File: src/rtl/mips32_arb_pkg.sv
// Shared types and defaults for the MIPS32 single-port memory arbiter.
// Holds the sequencer state encoding, the read-response owner encoding
// and the default address/data widths used by the interface and the top.
package mips32_arb_pkg;

   localparam int AW_DEF = 10;
   localparam int DW_DEF = 32;

   // Sequencer modes: normal running, draining loads/stores, halted for loader
   typedef enum logic [1:0] {
      RUN   = 2'd0,
      DRAIN = 2'd1,
      HALT  = 2'd2
   } arb_state_t;

   // Which requester the read data returning next cycle belongs to
   typedef enum logic [1:0] {
      NONE = 2'd0,
      IF   = 2'd1,
      MEM  = 2'd2,
      LD   = 2'd3
   } owner_t;

endpackage

File: src/rtl/mips32_mem_arbiter_if.sv
// Bus bundle between the pipeline requesters, the loader, the halt control
// and the shared synchronous-read memory. The slave modport is the arbiter
// view; the master modport is the view of everything around it.
interface mips32_mem_arbiter_if
   import mips32_arb_pkg::*;
#(
   parameter int AW = AW_DEF,
   parameter int DW = DW_DEF
);
   // instruction fetch
   logic          if_req;
   logic [AW-1:0] if_addr;
   logic          if_gnt;
   logic          if_rvalid;
   logic [DW-1:0] if_rdata;
   // load/store
   logic          mem_req;
   logic          mem_we;
   logic [AW-1:0] mem_addr;
   logic [DW-1:0] mem_wdata;
   logic          mem_gnt;
   logic          mem_rvalid;
   logic [DW-1:0] mem_rdata;
   // loader / debug
   logic          ld_req;
   logic          ld_we;
   logic [AW-1:0] ld_addr;
   logic [DW-1:0] ld_wdata;
   logic          ld_gnt;
   logic          ld_rvalid;
   logic [DW-1:0] ld_rdata;
   // halt sequencing
   logic          halt_req;
   logic          halted;
   // memory port
   logic          ram_en;
   logic          ram_we;
   logic [AW-1:0] ram_addr;
   logic [DW-1:0] ram_wdata;
   logic [DW-1:0] ram_rdata;

   modport slave (
      input  if_req, if_addr,
      input  mem_req, mem_we, mem_addr, mem_wdata,
      input  ld_req, ld_we, ld_addr, ld_wdata,
      input  halt_req, ram_rdata,
      output if_gnt, if_rvalid, if_rdata,
      output mem_gnt, mem_rvalid, mem_rdata,
      output ld_gnt, ld_rvalid, ld_rdata,
      output halted, ram_en, ram_we, ram_addr, ram_wdata
   );

   modport master (
      output if_req, if_addr,
      output mem_req, mem_we, mem_addr, mem_wdata,
      output ld_req, ld_we, ld_addr, ld_wdata,
      output halt_req, ram_rdata,
      input  if_gnt, if_rvalid, if_rdata,
      input  mem_gnt, mem_rvalid, mem_rdata,
      input  ld_gnt, ld_rvalid, ld_rdata,
      input  halted, ram_en, ram_we, ram_addr, ram_wdata
   );

endinterface

File: src/rtl/mips32_arb_starve_cnt.sv
// Saturating up-counter with synchronous clear. Used both as the IF
// starvation counter and as the optional performance counters.
// Clear has priority over increment; the count sticks at MAX.
module mips32_arb_starve_cnt #(
   parameter int           W   = 4,
   parameter logic [W-1:0] MAX = '1
)(
   input  logic         clk,
   input  logic         rst_n,
   input  logic         inc,
   input  logic         clr,
   output logic [W-1:0] count,
   output logic         max_hit
);

   logic [W-1:0] count_reg;

   // Count up on inc until MAX is reached, clear wins over inc
   always_ff @(posedge clk) begin
      if (!rst_n) begin
         count_reg <= '0;
      end else if (clr) begin
         count_reg <= '0;
      end else if (inc && (count_reg != MAX)) begin
         count_reg <= count_reg + 1'b1;
      end
   end

   assign count   = count_reg;
   assign max_hit = (count_reg == MAX);

endmodule

File: src/rtl/mips32_mem_arbiter.sv
// Single-port memory arbiter and halt sequencer for the MIPS32 core.
// Shares one synchronous-read memory between fetch, load/store and the
// loader port, and walks the core RUN -> DRAIN -> HALT so the loader can
// own memory. Grants and the memory command are combinational; read data
// is steered one cycle later by a registered response owner.
// Optional build macro: MIPS32_ARB_PERF_EN adds stall/access counters.
module mips32_mem_arbiter
   import mips32_arb_pkg::*;
#(
   parameter int AW       = AW_DEF,
   parameter int DW       = DW_DEF,
   parameter int MAX_WAIT = 4
)(
   input  logic        clk,
   input  logic        rst_n,
`ifdef MIPS32_ARB_PERF_EN
   input  logic        perf_clr,
   output logic [15:0] perf_if_stall,
   output logic [15:0] perf_mem_acc,
`endif
   mips32_mem_arbiter_if.slave bus
);

   arb_state_t    state_reg, state_next;
   owner_t        owner_reg, owner_next;

   logic          gnt_if, gnt_mem, gnt_ld;
   logic          cmd_en, cmd_we;
   logic [AW-1:0] cmd_addr;
   logic [DW-1:0] cmd_wdata;
   logic          rd_issue;
   logic          starve_inc, starve_hit;
   logic [3:0]    unused_starve_cnt;

   // Pick at most one winner this cycle; reset holds every grant low
   always_comb begin
      gnt_if  = 1'b0;
      gnt_mem = 1'b0;
      gnt_ld  = 1'b0;
      if (rst_n) begin
         case (state_reg)
            RUN: begin
               if (bus.mem_req && !(bus.if_req && starve_hit)) gnt_mem = 1'b1;
               else if (bus.if_req)                            gnt_if  = 1'b1;
            end
            DRAIN:   gnt_mem = bus.mem_req;
            HALT:    gnt_ld  = bus.ld_req;
            default: ;
         endcase
      end
   end

   // Drive the memory command straight from the winner
   always_comb begin
      cmd_en    = 1'b0;
      cmd_we    = 1'b0;
      cmd_addr  = '0;
      cmd_wdata = '0;
      if (gnt_mem) begin
         cmd_en    = 1'b1;
         cmd_we    = bus.mem_we;
         cmd_addr  = bus.mem_addr;
         cmd_wdata = bus.mem_wdata;
      end else if (gnt_if) begin
         cmd_en    = 1'b1;
         cmd_addr  = bus.if_addr;
      end else if (gnt_ld) begin
         cmd_en    = 1'b1;
         cmd_we    = bus.ld_we;
         cmd_addr  = bus.ld_addr;
         cmd_wdata = bus.ld_wdata;
      end
   end

   // A read issued now still owes its data next cycle
   assign rd_issue = cmd_en && !cmd_we;

   // Next mode and the owner of next cycle's read data
   always_comb begin
      state_next = state_reg;
      owner_next = NONE;
      case (state_reg)
         RUN: begin
            if (bus.halt_req) state_next = DRAIN;
         end
         DRAIN: begin
            if (!bus.halt_req)                     state_next = RUN;
            else if (!bus.mem_req && !rd_issue)    state_next = HALT;
         end
         HALT: begin
            if (!bus.halt_req && !rd_issue)        state_next = RUN;
         end
         default: state_next = RUN;
      endcase
      if (gnt_if)                      owner_next = IF;
      else if (gnt_mem && !bus.mem_we) owner_next = MEM;
      else if (gnt_ld && !bus.ld_we)   owner_next = LD;
   end

   // Mode and response-owner registers
   always_ff @(posedge clk) begin
      if (!rst_n) begin
         state_reg <= RUN;
         owner_reg <= NONE;
      end else begin
         state_reg <= state_next;
         owner_reg <= owner_next;
      end
   end

   // IF starves only while running; any IF grant restarts the streak
   assign starve_inc = (state_reg == RUN) && bus.if_req && !gnt_if;

   mips32_arb_starve_cnt #(
      .W   (4),
      .MAX (4'(MAX_WAIT))
   ) u_starve (
      .clk     (clk),
      .rst_n   (rst_n),
      .inc     (starve_inc),
      .clr     (gnt_if),
      .count   (unused_starve_cnt),
      .max_hit (starve_hit)
   );

   // Per-requester response path: index 0 = IF, 1 = MEM, 2 = LD
   logic [2:0]    rvalid_vec;
   logic [DW-1:0] rdata_vec [3];

   generate
      for (genvar gi = 0; gi < 3; gi++) begin : g_resp
         logic [DW-1:0] hold_reg;

         assign rvalid_vec[gi] = rst_n && (owner_reg == owner_t'(2'(gi + 1)));

         // Keep the last delivered word so rdata holds between responses
         always_ff @(posedge clk) begin
            if (!rst_n)              hold_reg <= '0;
            else if (rvalid_vec[gi]) hold_reg <= bus.ram_rdata;
         end

         assign rdata_vec[gi] = rvalid_vec[gi] ? bus.ram_rdata : hold_reg;
      end
   endgenerate

   assign bus.if_gnt     = gnt_if;
   assign bus.mem_gnt    = gnt_mem;
   assign bus.ld_gnt     = gnt_ld;
   assign bus.if_rvalid  = rvalid_vec[0];
   assign bus.mem_rvalid = rvalid_vec[1];
   assign bus.ld_rvalid  = rvalid_vec[2];
   assign bus.if_rdata   = rdata_vec[0];
   assign bus.mem_rdata  = rdata_vec[1];
   assign bus.ld_rdata   = rdata_vec[2];
   assign bus.halted     = rst_n && (state_reg == HALT);
   assign bus.ram_en     = cmd_en;
   assign bus.ram_we     = cmd_we;
   assign bus.ram_addr   = cmd_addr;
   assign bus.ram_wdata  = cmd_wdata;

`ifdef MIPS32_ARB_PERF_EN
   logic unused_stall_sat, unused_acc_sat;

   mips32_arb_starve_cnt #(
      .W   (16),
      .MAX (16'hFFFF)
   ) u_perf_stall (
      .clk     (clk),
      .rst_n   (rst_n),
      .inc     (bus.if_req && !gnt_if),
      .clr     (perf_clr),
      .count   (perf_if_stall),
      .max_hit (unused_stall_sat)
   );

   mips32_arb_starve_cnt #(
      .W   (16),
      .MAX (16'hFFFF)
   ) u_perf_acc (
      .clk     (clk),
      .rst_n   (rst_n),
      .inc     (gnt_mem),
      .clr     (perf_clr),
      .count   (perf_mem_acc),
      .max_hit (unused_acc_sat)
   );
`endif

endmodule

File: src/flat_wrapper.sv
// flat-port wrapper written by rule: the top's interface ports become plain ports
module mips32_mem_arbiter_flat import mips32_arb_pkg::*;
#(
   parameter int AW       = AW_DEF,
   parameter int DW       = DW_DEF,
   parameter int MAX_WAIT = 4
)
  (clk, rst_n, bus_if_req, bus_if_addr, bus_mem_req, bus_mem_we, bus_mem_addr, bus_mem_wdata, bus_ld_req, bus_ld_we, bus_ld_addr, bus_ld_wdata, bus_halt_req, bus_ram_rdata, bus_if_gnt, bus_if_rvalid, bus_if_rdata, bus_mem_gnt, bus_mem_rvalid, bus_mem_rdata, bus_ld_gnt, bus_ld_rvalid, bus_ld_rdata, bus_halted, bus_ram_en, bus_ram_we, bus_ram_addr, bus_ram_wdata);
  mips32_mem_arbiter_if #(.AW(AW), .DW(DW)) bus_i ();
  input  logic clk;
  input  logic rst_n;
  input wire logic [$bits(bus_i.if_req)-1:0] bus_if_req;
  input wire logic [$bits(bus_i.if_addr)-1:0] bus_if_addr;
  input wire logic [$bits(bus_i.mem_req)-1:0] bus_mem_req;
  input wire logic [$bits(bus_i.mem_we)-1:0] bus_mem_we;
  input wire logic [$bits(bus_i.mem_addr)-1:0] bus_mem_addr;
  input wire logic [$bits(bus_i.mem_wdata)-1:0] bus_mem_wdata;
  input wire logic [$bits(bus_i.ld_req)-1:0] bus_ld_req;
  input wire logic [$bits(bus_i.ld_we)-1:0] bus_ld_we;
  input wire logic [$bits(bus_i.ld_addr)-1:0] bus_ld_addr;
  input wire logic [$bits(bus_i.ld_wdata)-1:0] bus_ld_wdata;
  input wire logic [$bits(bus_i.halt_req)-1:0] bus_halt_req;
  input wire logic [$bits(bus_i.ram_rdata)-1:0] bus_ram_rdata;
  output wire logic [$bits(bus_i.if_gnt)-1:0] bus_if_gnt;
  output wire logic [$bits(bus_i.if_rvalid)-1:0] bus_if_rvalid;
  output wire logic [$bits(bus_i.if_rdata)-1:0] bus_if_rdata;
  output wire logic [$bits(bus_i.mem_gnt)-1:0] bus_mem_gnt;
  output wire logic [$bits(bus_i.mem_rvalid)-1:0] bus_mem_rvalid;
  output wire logic [$bits(bus_i.mem_rdata)-1:0] bus_mem_rdata;
  output wire logic [$bits(bus_i.ld_gnt)-1:0] bus_ld_gnt;
  output wire logic [$bits(bus_i.ld_rvalid)-1:0] bus_ld_rvalid;
  output wire logic [$bits(bus_i.ld_rdata)-1:0] bus_ld_rdata;
  output wire logic [$bits(bus_i.halted)-1:0] bus_halted;
  output wire logic [$bits(bus_i.ram_en)-1:0] bus_ram_en;
  output wire logic [$bits(bus_i.ram_we)-1:0] bus_ram_we;
  output wire logic [$bits(bus_i.ram_addr)-1:0] bus_ram_addr;
  output wire logic [$bits(bus_i.ram_wdata)-1:0] bus_ram_wdata;
  assign bus_i.if_req = bus_if_req;
  assign bus_i.if_addr = bus_if_addr;
  assign bus_i.mem_req = bus_mem_req;
  assign bus_i.mem_we = bus_mem_we;
  assign bus_i.mem_addr = bus_mem_addr;
  assign bus_i.mem_wdata = bus_mem_wdata;
  assign bus_i.ld_req = bus_ld_req;
  assign bus_i.ld_we = bus_ld_we;
  assign bus_i.ld_addr = bus_ld_addr;
  assign bus_i.ld_wdata = bus_ld_wdata;
  assign bus_i.halt_req = bus_halt_req;
  assign bus_i.ram_rdata = bus_ram_rdata;
  assign bus_if_gnt = bus_i.if_gnt;
  assign bus_if_rvalid = bus_i.if_rvalid;
  assign bus_if_rdata = bus_i.if_rdata;
  assign bus_mem_gnt = bus_i.mem_gnt;
  assign bus_mem_rvalid = bus_i.mem_rvalid;
  assign bus_mem_rdata = bus_i.mem_rdata;
  assign bus_ld_gnt = bus_i.ld_gnt;
  assign bus_ld_rvalid = bus_i.ld_rvalid;
  assign bus_ld_rdata = bus_i.ld_rdata;
  assign bus_halted = bus_i.halted;
  assign bus_ram_en = bus_i.ram_en;
  assign bus_ram_we = bus_i.ram_we;
  assign bus_ram_addr = bus_i.ram_addr;
  assign bus_ram_wdata = bus_i.ram_wdata;
  mips32_mem_arbiter #(.AW(AW), .DW(DW), .MAX_WAIT(MAX_WAIT)) u_core (.clk(clk), .rst_n(rst_n), .bus(bus_i));
endmodule
File: config.mk
export PLATFORM = sky130hd
export DESIGN_NAME = mips32_mem_arbiter_flat
export DESIGN_NICKNAME = d
export VERILOG_FILES = /design/src/rtl/mips32_arb_pkg.sv /design/src/rtl/mips32_mem_arbiter_if.sv /design/src/rtl/mips32_arb_starve_cnt.sv /design/src/rtl/mips32_mem_arbiter.sv /design/src/flat_wrapper.sv
export SDC_FILE = /design/constraint.sdc
export NUM_CORES = 1
export LEC_CHECK = 0
export CAP_MARGIN = 0
export CORE_MARGIN = 2
export CORE_UTILIZATION = 38
export CTS_BUF_LIST = sky130_fd_sc_hd__clkbuf_8
export CTS_CLUSTER_DIAMETER = 100
export CTS_CLUSTER_SIZE = 30
export DETAILED_ROUTE_END_ITERATION = 12
export GPL_TIMING_DRIVEN = 0
export PLACE_DENSITY = 0.84
export SLEW_MARGIN = 20
export SYNTH_ARGS = -nofsm -noshare
export SYNTH_HDL_FRONTEND = slang
export SYNTH_SLANG_ARGS = --single-unit
File: constraint.sdc
create_clock -name clk -period 2.5 [get_ports clk]
set_input_delay 0.375 -clock clk [delete_from_list [all_inputs] [get_ports clk]]
set_output_delay 0.375 -clock clk [all_outputs]
set_load 0.03 [all_outputs]
* After elaboration in Yosys (flattened, before gate mapping)
Index checks and enable logic that the tools add are counted.
** Storage, ports and cells
- Register bits after elaboration :: 104
- Bits in latches :: 0
- Memory bits (writable) :: 0
- ROM bits :: 0
- Bits of input ports :: 134
- Memories kept :: 0
** Operators by class
- Add/sub/neg operators :: 1
- Multipliers :: 0
- Divide/modulo/power cells :: 0
- Magnitude comparators :: 0
- Equality and inequality tests :: 10
- Shifts and indexed selects :: 0
- Mux-type cells :: 32
- Bitwise operators :: 1
- Reductions and logical operators :: 25
** Operators with widths (number)
- $mux W32 :: 6
- $mux W10 :: 3
- $mux W1 :: 15
- $logic_and A1 B1 Y1 :: 14
- $mux W2 :: 6
- $logic_not A1 Y1 :: 8
- $eq A2 B2 Y1 const B :: 3
- $pmux W2 S3 :: 1
- $add A4 B1 Y4 const B :: 1
- $eq A2 B1 Y1 const B :: 2
- $eq A4 B3 Y1 const B :: 1
- $ne A4 B3 Y1 const B :: 1
- $ne A3 B2 Y1 const B :: 1
- $reduce_and A3 Y1 :: 1
- $logic_not A2 Y1 :: 1
- $ne A2 B1 Y1 const B :: 1
- $ne A2 B2 Y1 const B :: 1
- $pmux W1 S2 :: 1
- $reduce_or A2 Y1 :: 1
- $not A1 Y1 :: 1

* Depth between registers and ports, before layout
Gate-level depths: netlist (run 1).
- Word-level depth :: 16
- Depth in mapped cells :: 8
- Gate-level depth less buffers :: 6

* By module
From an unflattened synthesis (run 1), not the netlist that was laid out.
** Unflattened totals
- Cells, all modules :: 431
- Area total of the unflattened synthesis :: 4911.0 um2
** By module, submodules not included
- mips32_mem_arbiter :: instances 1, cells an instance 405, area each 4707.0 um2
- mips32_arb_starve_cnt :: instances 1, cells an instance 26, area each 203.9 um2

* Worst setup path after synthesis (run 1)
OpenSTA, ideal clock, no wires.
- Path type :: reg-to-output
- From :: register u_core.state_reg[1]
- To :: output bus_ram_addr[0]
- Arrival time :: 1892 ps
- Data required time :: 2125 ps
- Path slack :: 233 ps
- Stages on the path, launching flop included :: 7
- Cell sequence :: dfxtp_1 -> and3b_1 -> nand2_2 -> inv_4 -> buf_2 -> nand2_1 -> a31oi_1
** Between the ends
- Cells in the longest elaborated chain, start to end :: 6
- Elaborated cells on any way between the ends :: 12
** Ends and longest elaborated chain
- from (decl) :: RTL line mips32_mem_arbiter.sv:24 : arb_state_t state_reg, state_next;
- from (signal assigned) :: RTL line mips32_mem_arbiter.sv:106 : state_reg <= state_next;
- $eq A2 B2 Y1 :: RTL line mips32_mem_arbiter.sv:41 : case (state_reg)
- $mux W1 :: RTL line mips32_mem_arbiter.sv:41
- $mux W1 :: RTL line mips32_mem_arbiter.sv:40 : if (rst_n) begin
- named net bus_ld_gnt :: RTL line flat_wrapper.sv:30 : output wire logic [$bits(bus_i.ld_gnt)-1:0] bus_ld_gnt;
- $mux W10 :: RTL line mips32_mem_arbiter.sv:67 : end else if (gnt_ld) begin
- $mux W10 :: RTL line mips32_mem_arbiter.sv:64 : end else if (gnt_if) begin
- $mux W10 :: RTL line mips32_mem_arbiter.sv:59 : if (gnt_mem) begin
- to (decl) :: RTL line flat_wrapper.sv:36 : output wire logic [$bits(bus_i.ram_addr)-1:0] bus_ram_addr;
The timed path passes the listed nets, and every way through them passes these cells.

* Worst setup path in the final report (run 1)
- From :: input rst_n
- To :: output bus_ram_addr[6]
** Between the ends
- Cells in the longest elaborated chain, start to end :: 4
- Elaborated cells on any way between the ends :: 6
** Ends and longest elaborated chain
- from (decl) :: RTL line flat_wrapper.sv:11 : input logic rst_n;
- $mux W1 :: RTL line mips32_mem_arbiter.sv:40
- $mux W10 :: RTL line mips32_mem_arbiter.sv:67
- $mux W10 :: RTL line mips32_mem_arbiter.sv:64
- $mux W10 (*) :: RTL line mips32_mem_arbiter.sv:59
Mark *: on every way between the ends. The rest lies on a longest branch, timed or not.

==> impl_results.md, run 1 <==
* Most common cell after layout, fill and taps aside: clkdlybuf4s50_1
* Via Count at ~4700
* FF/Latch Area at 2090 um^2
* Filler cell count at 1196
* GPL Wtd Cong at 0.889
* Sw Pwr at 0.990 mW
* Pin count of the biggest net entering global routing at 18
* Cell variety after synth at 39
* Class of the worst hold path: flip-flop to flip-flop
* Slew @ Worst Pin at around 560 ps
* WHS at 546 ps
* Yosys warnings at 0
* Clk_skew at 14.5 ps
* Clk pwr share at 0.297
* Startpoint Class: input pin
* Leak Pwr at between 3 and 4 nW
* CP cell instances: clkdlybuf4s50_1, buf_6, and4bb_1, clkbuf_4, o211ai_1, a31oi_1, buf_2
* Slowest library cell on the worst path: clkdlybuf4s50_1
* Max Slew Vio Count at 0
* Clock-pin transition on the worst setup and hold timing paths at 100 ps
* Synthesized cell area at 5230 um^2
* Die ar. at 14700 um^2
* Finish-stage setup viols at 0
* # rows at 42
* Switching portion of total power at 0.281
* Fmax at 407 MHz
* Vias per cell at 5.05
* Number of diodes at 0
* Avg WL per Cell at 20.2 um
* Max_slew headroom at 0.625
* Clock tree buffer depth at 2
* Initial antenna violation count at 0
* Pint at 2.53 mW
* First drt pass iteration count at 4
* Ratio of cells with drive above 1 in the final layout at 0.379
* Final #Nets at approximately 900
* Setup Crit Path Kind: input pin to output pin
* Pwr/cell area at ~440 nW/um^2
* TritonCTS Sinks at 104
* CORE AREA at 13300 um^2
* First DRT Iteration DRCs at just over 300
* Hold Vio Cnt, Final at 0
* Die X at 121 um
* Clock root buffer: clkbuf_8
* Gate power share at 0.222
* Post-Layout Cell Count at just over 900
* Worst skew pair latency at 360 ps
* Worst Path Max Fanout at 10
* Final HPWL DP at 14.6 mm
* Post-DP Area at 8250 um^2
* IR drop worst, VDD at 0.000309 V
* Met1 Routed Length at 7.08 mm
* Finished Cell Area at 8010 um^2
* DRC errors left at 0
* Multi-input gate area at slightly below 3000 um^2
* Synthesis-stage register bit count at 104
* Cells after Synth at 456
* Inst Count DP at 912
* Final worst-path cycle share at 0.983
* H-tree levels at 3
* Net Count, Synth at 592
* DR WL met2 at 10.2 mm
* Required @ worst endpoint at 2120 ps
* Detail Route Antenna Nets at 0
* CTS tree: done
* Max-cap viol count at 0
* Most frequent cells in the layout: clkdlybuf4s50_1, dfxtp_1, and2_1
* Max reg flops at 96
* Total track usage at 0.250
* Die H at 121 um
* Flop pwr share at 0.481
* Overflow after GRT at 0
* Area growth syn-to-layout at 53.2%
* Mapped Avg Cell Area at 11.5 um^2
* Global-route wire length before repair at 28.0 mm
* Status: finished, final reports clean
* Post-route minimum period at 2460 ps
* WL met3 at 1.09 mm
* Top Layer Used: met4
* Design Power at around 3.5 mW
* Port bufs at 280
* Register area share after synthesis at 0.398
* WL final at 18.9 mm
* Vias in the first global route at 5075
* IO Pins at roughly 280
* Max incr delay on CP at 500 ps
* Arr. time, crit path at about 2100 ps
* Crit. End Element: output pin
* CTS Buf Count at 9
* Initial core utilization at 0.392
## cell type report
class	count	area share
plain buffers	35	0.0308
clock buffers	9	0.0155
clock inverters	7	0.00890
inverters	9	0.00484
multi-input cells	307	0.361
flip-flops and latches	104	0.260
well taps	176	0.0275
repair buffers	288	0.291
## worst max-delay path, delay by kind of cell
family | cells | cell delay (ps)
buf+inv | 4 | 1120
compound gates | 2 | 330
simple gates | 1 | 240
## metal layers
layer  global-route usage  vias to the layer above
li1                     -                     2197
met5                    0                        -
met3               0.0442                       31
met2                0.472                      233
met4               0.0934                        0
met1                0.276                     2263
## timing repair
item,4_1_cts,5_1_grt
setup endpoints to repair,146,116
setup buffers,4,3
hold buffers,0,0
gates resized for setup,390,153
gates cloned,1,0
pin swaps,2,3
## path summary, 6_finish.rpt
kind | startpoint | endpoint | slack [ps] | cells after the start
worst max-delay path | rst_n | bus_ram_addr[6] | 40 | 7
worst min-delay path | u_core.u_starve.count[3]$_SDFFE_PP0P_ | u_core.u_starve.count[3]$_SDFFE_PP0P_ | 550 | 2
worst max register to register | u_core.u_starve.count[0]$_SDFFE_PP0P_ | u_core.owner_reg[1]$_SDFF_PP0_ | 980 | 6
worst min register to register | u_core.u_starve.count[3]$_SDFFE_PP0P_ | u_core.u_starve.count[3]$_SDFFE_PP0P_ | 550 | 2
## metrics by stage
| stage | worst slack, ps | setup TNS [ps] | utilization |
|---|---|---|---|
| final | 41.5 | 0 | 0.600 |
| after floorplan | 233 | 0 | - |
| after detailed placement | -520 | -44310 | 0.618 |
| after CTS | 0.474 | 0 | 0.619 |
| after global routing | -17.2 | -79.8 | 0.600 |
| after global placement | -502 | -41820 | 0.618 |
## Yosys cell counts
cell / instances / area (um^2)
buf_4: 4 / 30.0
nand3b_1: 3 / 22.5
or3b_2: 1 / 8.76
nor3b_2: 1 / 12.5
inv_4: 1 / 6.26
nand3_1: 3 / 15.0
o22ai_1: 2 / 12.5
nand3b_4: 2 / 40.0
and4b_1: 1 / 10.0
a21o_1: 1 / 7.51
dfxtp_1: 104 / 2080
mux2_4: 87 / 1310
buf_6: 9 / 101
o32ai_1: 1 / 8.76
nand2_1: 14 / 52.6
o31a_1: 1 / 8.76
and4bb_1: 1 / 12.5
or3b_1: 1 / 8.76
buf_2: 7 / 35.0
inv_2: 1 / 3.75
buf_1: 1 / 3.75
o21ai_1: 1 / 5.00
o21ai_0: 2 / 10.0
mux2_2: 9 / 101
a211oi_1: 10 / 75.1
a21boi_0: 3 / 22.5
nand2_2: 1 / 6.26
and3b_1: 2 / 17.5
a22o_1: 33 / 289
and2_1: 96 / 601
nor2b_1: 3 / 18.8
nand2b_1: 2 / 12.5
a31oi_1: 11 / 68.8
nand3_4: 1 / 17.5
ha_1: 2 / 25.0
o211ai_1: 10 / 75.1
nand4_1: 2 / 12.5
clkbuf_1: 15 / 56.3
inv_1: 7 / 26.3
## cell families after synthesis
family / count (synthesis) / synth area share
AOI/OAI and AO/OA: 75 / 0.112
muxes: 96 / 0.269
buffers and inverters: 45 / 0.0503
and+or+nand+nor: 134 / 0.166
DFF: 104 / 0.398
adders and majority gates: 2 / 0.00479
## power by group through the flow
| stage | combinational (mW) | sequential, mW | clock, mW |
|---|---|---|---|
| 6_report | 0.780 | 1.69 | 1.05 |
| 3_5_place_dp | 0.821 | 1.73 | 0 |
| 3_3_place_gp | 0.809 | 1.73 | 0 |
| 5_1_grt | 0.818 | 1.70 | 1.14 |
| 4_1_cts | 0.781 | 1.69 | 1.08 |
| 2_1_floorplan | 0.373 | 1.73 | 0 |
Power figures use the tool's default switching activity.
==> run 2, diff against run 1 <==
--- a/config.mk
+++ b/config.mk
@@ -14,6 +14,7 @@
 export DETAILED_ROUTE_END_ITERATION = 12
 export GPL_TIMING_DRIVEN = 0
 export PLACE_DENSITY = 0.84
+export REMOVE_ABC_BUFFERS = 1
 export SLEW_MARGIN = 20
 export SYNTH_ARGS = -nofsm -noshare
 export SYNTH_HDL_FRONTEND = slang
==> run 2 against run 1 <==
Net effect:
- register-to-register slack better by 20 ps
- via count fell by 1.1%
- sequential power about the same
- sequential share of layout area down 1.3 points
- combinational power decreased by 0.5%
- design area rose by 5.8%
- utilization is 3.5 points higher
- global-route usage fell by 2.4 points
- cell count is 1.7% lower
- fmax is 0.51% lower
- worst setup slack worse by 13 ps
- worst hold slack worse by 150 ps
- critical path type is now flip-flop to output pin
- critical endpoint is now bus_ram_addr[5]
- largest cell class unchanged
==> impl_results.md, run 2 (same netlist as run 1, synthesis figures left out) <==
* Final #Nets at 872 (was 890)
* CP Depth at 6 (was 7)
* First drt pass iteration count at 4 (unchanged)
* Worst Hold End: u_core.u_starve.count[1]$_SDFFE_PP0P_ (was u_core.u_starve.count[3]$_SDFFE_PP0P_)
* Finished Cell Area at 8480 um^2 (was 8010 um^2)
* Fmax at 405 MHz (was 407 MHz)
* DRC errors left at 0 (unchanged)
* Slew @ Worst Pin at 417 ps (was 563 ps)
* CP bufs+invs at 2 (was 4)
* Die X at 121 um (unchanged)
* Max-cap viol count at 0 (unchanged)
* First DRT Iteration DRCs at 256 (was 303)
* Vias in the first global route at 4818 (was 5075)
* Avg WL per Cell at 19.2 um (was 20.2 um)
* Ratio of cells with drive above 1 in the final layout at 0.271 (was 0.379)
* Area growth syn-to-layout at 62.1% (was 53.2%)
* CORE AREA at 13300 um^2 (unchanged)
* Clk_skew at 5.03 ps (was 14.5 ps)
* Worst R2R Start: u_core.u_starve.count[0]$_SDFFE_PP0P_ (unchanged)
* Global-route wire length before repair at 25.9 mm (was 28.0 mm)
* Leak Pwr at 4.42 nW (was 3.91 nW)
* Max_slew headroom at 0.721 (was 0.625)
* IR drop worst, VDD at 0.000295 V (was 0.000309 V)
* Pin count of the biggest net entering global routing at 70 (was 18)
* Clock tree buffer depth at 2 (unchanged)
* H-tree levels at 3 (unchanged)
* Hold path depth at 2 (unchanged)
* CTS tree: done (unchanged)
* Final worst-path cycle share at 0.988 (was 0.983)
* Clock-pin transition on the worst setup and hold timing paths at 100 ps (about the same)
* GPL Wtd Cong at 0.876 (was 0.889)
* CP cell instances: inv_1, ha_1, and3b_1, a21o_2, a31oi_1, buf_2 (was clkdlybuf4s50_1, buf_6, and4bb_1, clkbuf_4, o211ai_1, a31oi_1, buf_2)
* Hold Vio Cnt, Final at 0 (unchanged)
* Die H at 121 um (unchanged)
* Most frequent cells in the layout: clkdlybuf4s50_1, dfxtp_1, and2_1 (unchanged)
* Via Count at 4673 (was 4724)
* Overflow after GRT at 0 (unchanged)
* Slowest library cell on the worst path: dfxtp_2 (was clkdlybuf4s50_1)
* Pwr/cell area at 421 nW/um^2 (was 440 nW/um^2)
* # rows at 42 (unchanged)
* Initial core utilization at 0.392 (unchanged)
* IO Pins at 281 (unchanged)
* Startpoint Class: flip-flop (was input pin)
* WL final at 17.6 mm (was 18.9 mm)
* Worst reg2reg setup slack at 1000 ps (was 980 ps)
* Max reg flops at 96 (unchanged)
* Class of the worst hold path: input pin to flip-flop (was flip-flop to flip-flop)
* Post-route minimum period at 2470 ps (was 2460 ps)
* Setup Crit Path Kind: flip-flop to output pin (was input pin to output pin)
* TritonCTS Sinks at 104 (unchanged)
* Worst skew pair latency at 370 ps (was 360 ps)
* Required @ worst endpoint at 2120 ps (about the same)
* Crit path max-delay family: compound AO/OA/AOI/OAI gates (was buffers and inverters)
* Detail Route Antenna Nets at 0 (unchanged)
* WHS at 398 ps (was 546 ps)
* Post-DP Area at 8040 um^2 (was 8250 um^2)
* Vias per cell at 5.08 (was 5.05)
* Crit. End Element: output pin (unchanged)
* Worst Path Max Fanout at 7 (was 10)
* Die ar. at 14700 um^2 (unchanged)
* Max incr delay on CP at 370 ps (was 500 ps)
* Final HPWL DP at 12.2 mm (was 14.6 mm)
* Max Slew Vio Count at 0 (unchanged)
* Initial antenna violation count at 2 (was 0)
* Arr. time, crit path at 2100 ps (was 2080 ps)
* CTS Buf Count at 9 (unchanged)
* Clock root buffer: clkbuf_8 (unchanged)
* Setup TNS at 0 ps (unchanged)
* Reg-to-Reg End: u_core.u_starve.count[2]$_SDFFE_PP0P_ (was u_core.owner_reg[1]$_SDFF_PP0_)
* Worst Hold Launch: rst_n (was u_core.u_starve.count[3]$_SDFFE_PP0P_)
* Most common cell after layout, fill and taps aside: clkdlybuf4s50_1 (unchanged)
* Port bufs at 280 (unchanged)
* Reg2reg path depth at 5 (was 6)
* Cts hold-fix bufs at 0 (unchanged)
* Finish-stage setup viols at 0 (unchanged)
* Total track usage at 0.226 (was 0.250)
* Status: finished, final reports clean (unchanged)
run 2: how the worst max path moves through the flow:
stage                                           from                end  slack, ps
2_1_floorplan  u_core.u_starve.count[0]$_SDFFE_PP0P_   bus_ram_wdata[0]         30
3_3_place_gp                                   rst_n  bus_ram_wdata[11]      -3470
3_5_place_dp                              bus_if_req  bus_ram_wdata[11]      -1030
4_1_cts        u_core.u_starve.count[1]$_SDFFE_PP0P_  bus_ram_wdata[10]        0.8
5_1_grt        u_core.u_starve.count[0]$_SDFFE_PP0P_  bus_ram_wdata[19]        -20
6_report       u_core.u_starve.count[0]$_SDFFE_PP0P_    bus_ram_addr[5]         30
run 2: power breakdown:
group          internal, mW  total, mW  switching [mW]
Sequential             1.68       1.70          0.0171
Combinational         0.397      0.776           0.379
Clock                 0.492       1.09           0.598
run 2: final cells by class:
| cell class | instances | area, um^2 |
|---|---|---|
| timing repair inverter | 1 | 11.3 |
| sequential | 104 | 2090 |
| clock buffer | 10 | 138 |
| fill | 1098 | 4870 |
| clock inverter | 6 | 66.3 |
| antenna | 2 | 5.00 |
| inverter | 9 | 58.8 |
| multi-input combinational | 313 | 2990 |
| tap | 176 | 220 |
| timing repair buffer | 298 | 2890 |
run 2: layer usage:
| layer | GRT usage | part of all wire | up-vias |
|---|---|---|---|
| met5 | 0 | 0 | - |
| met4 | 0.115 | 0.034 | 0 |
| met3 | 0.0418 | 0.062 | 38 |
| met2 | 0.406 | 0.52 | 225 |
| met1 | 0.254 | 0.38 | 2230 |
| li1 | - | - | 2180 |
run 2: timing repair:
| item | CTS | global route |
|---|---|---|
| gates resized for setup | 317 | 36 |
| pin swaps | 3 | 0 |
| setup buffers | 13 | 4 |
| gates cloned | 4 | 3 |
| setup endpoints to repair | 146 | 66 |
run 2: through the flow:
step,worst slack [ps],power (mW),util,std cells
finish,28.8,3.56,0.635,919
global placement,-3470,2.50,0.601,876
floorplan,27.8,2.07,-,420
detailed placement,-1030,2.52,0.603,877
CTS,0.809,3.58,0.626,910
global route,-24.7,3.70,0.635,919
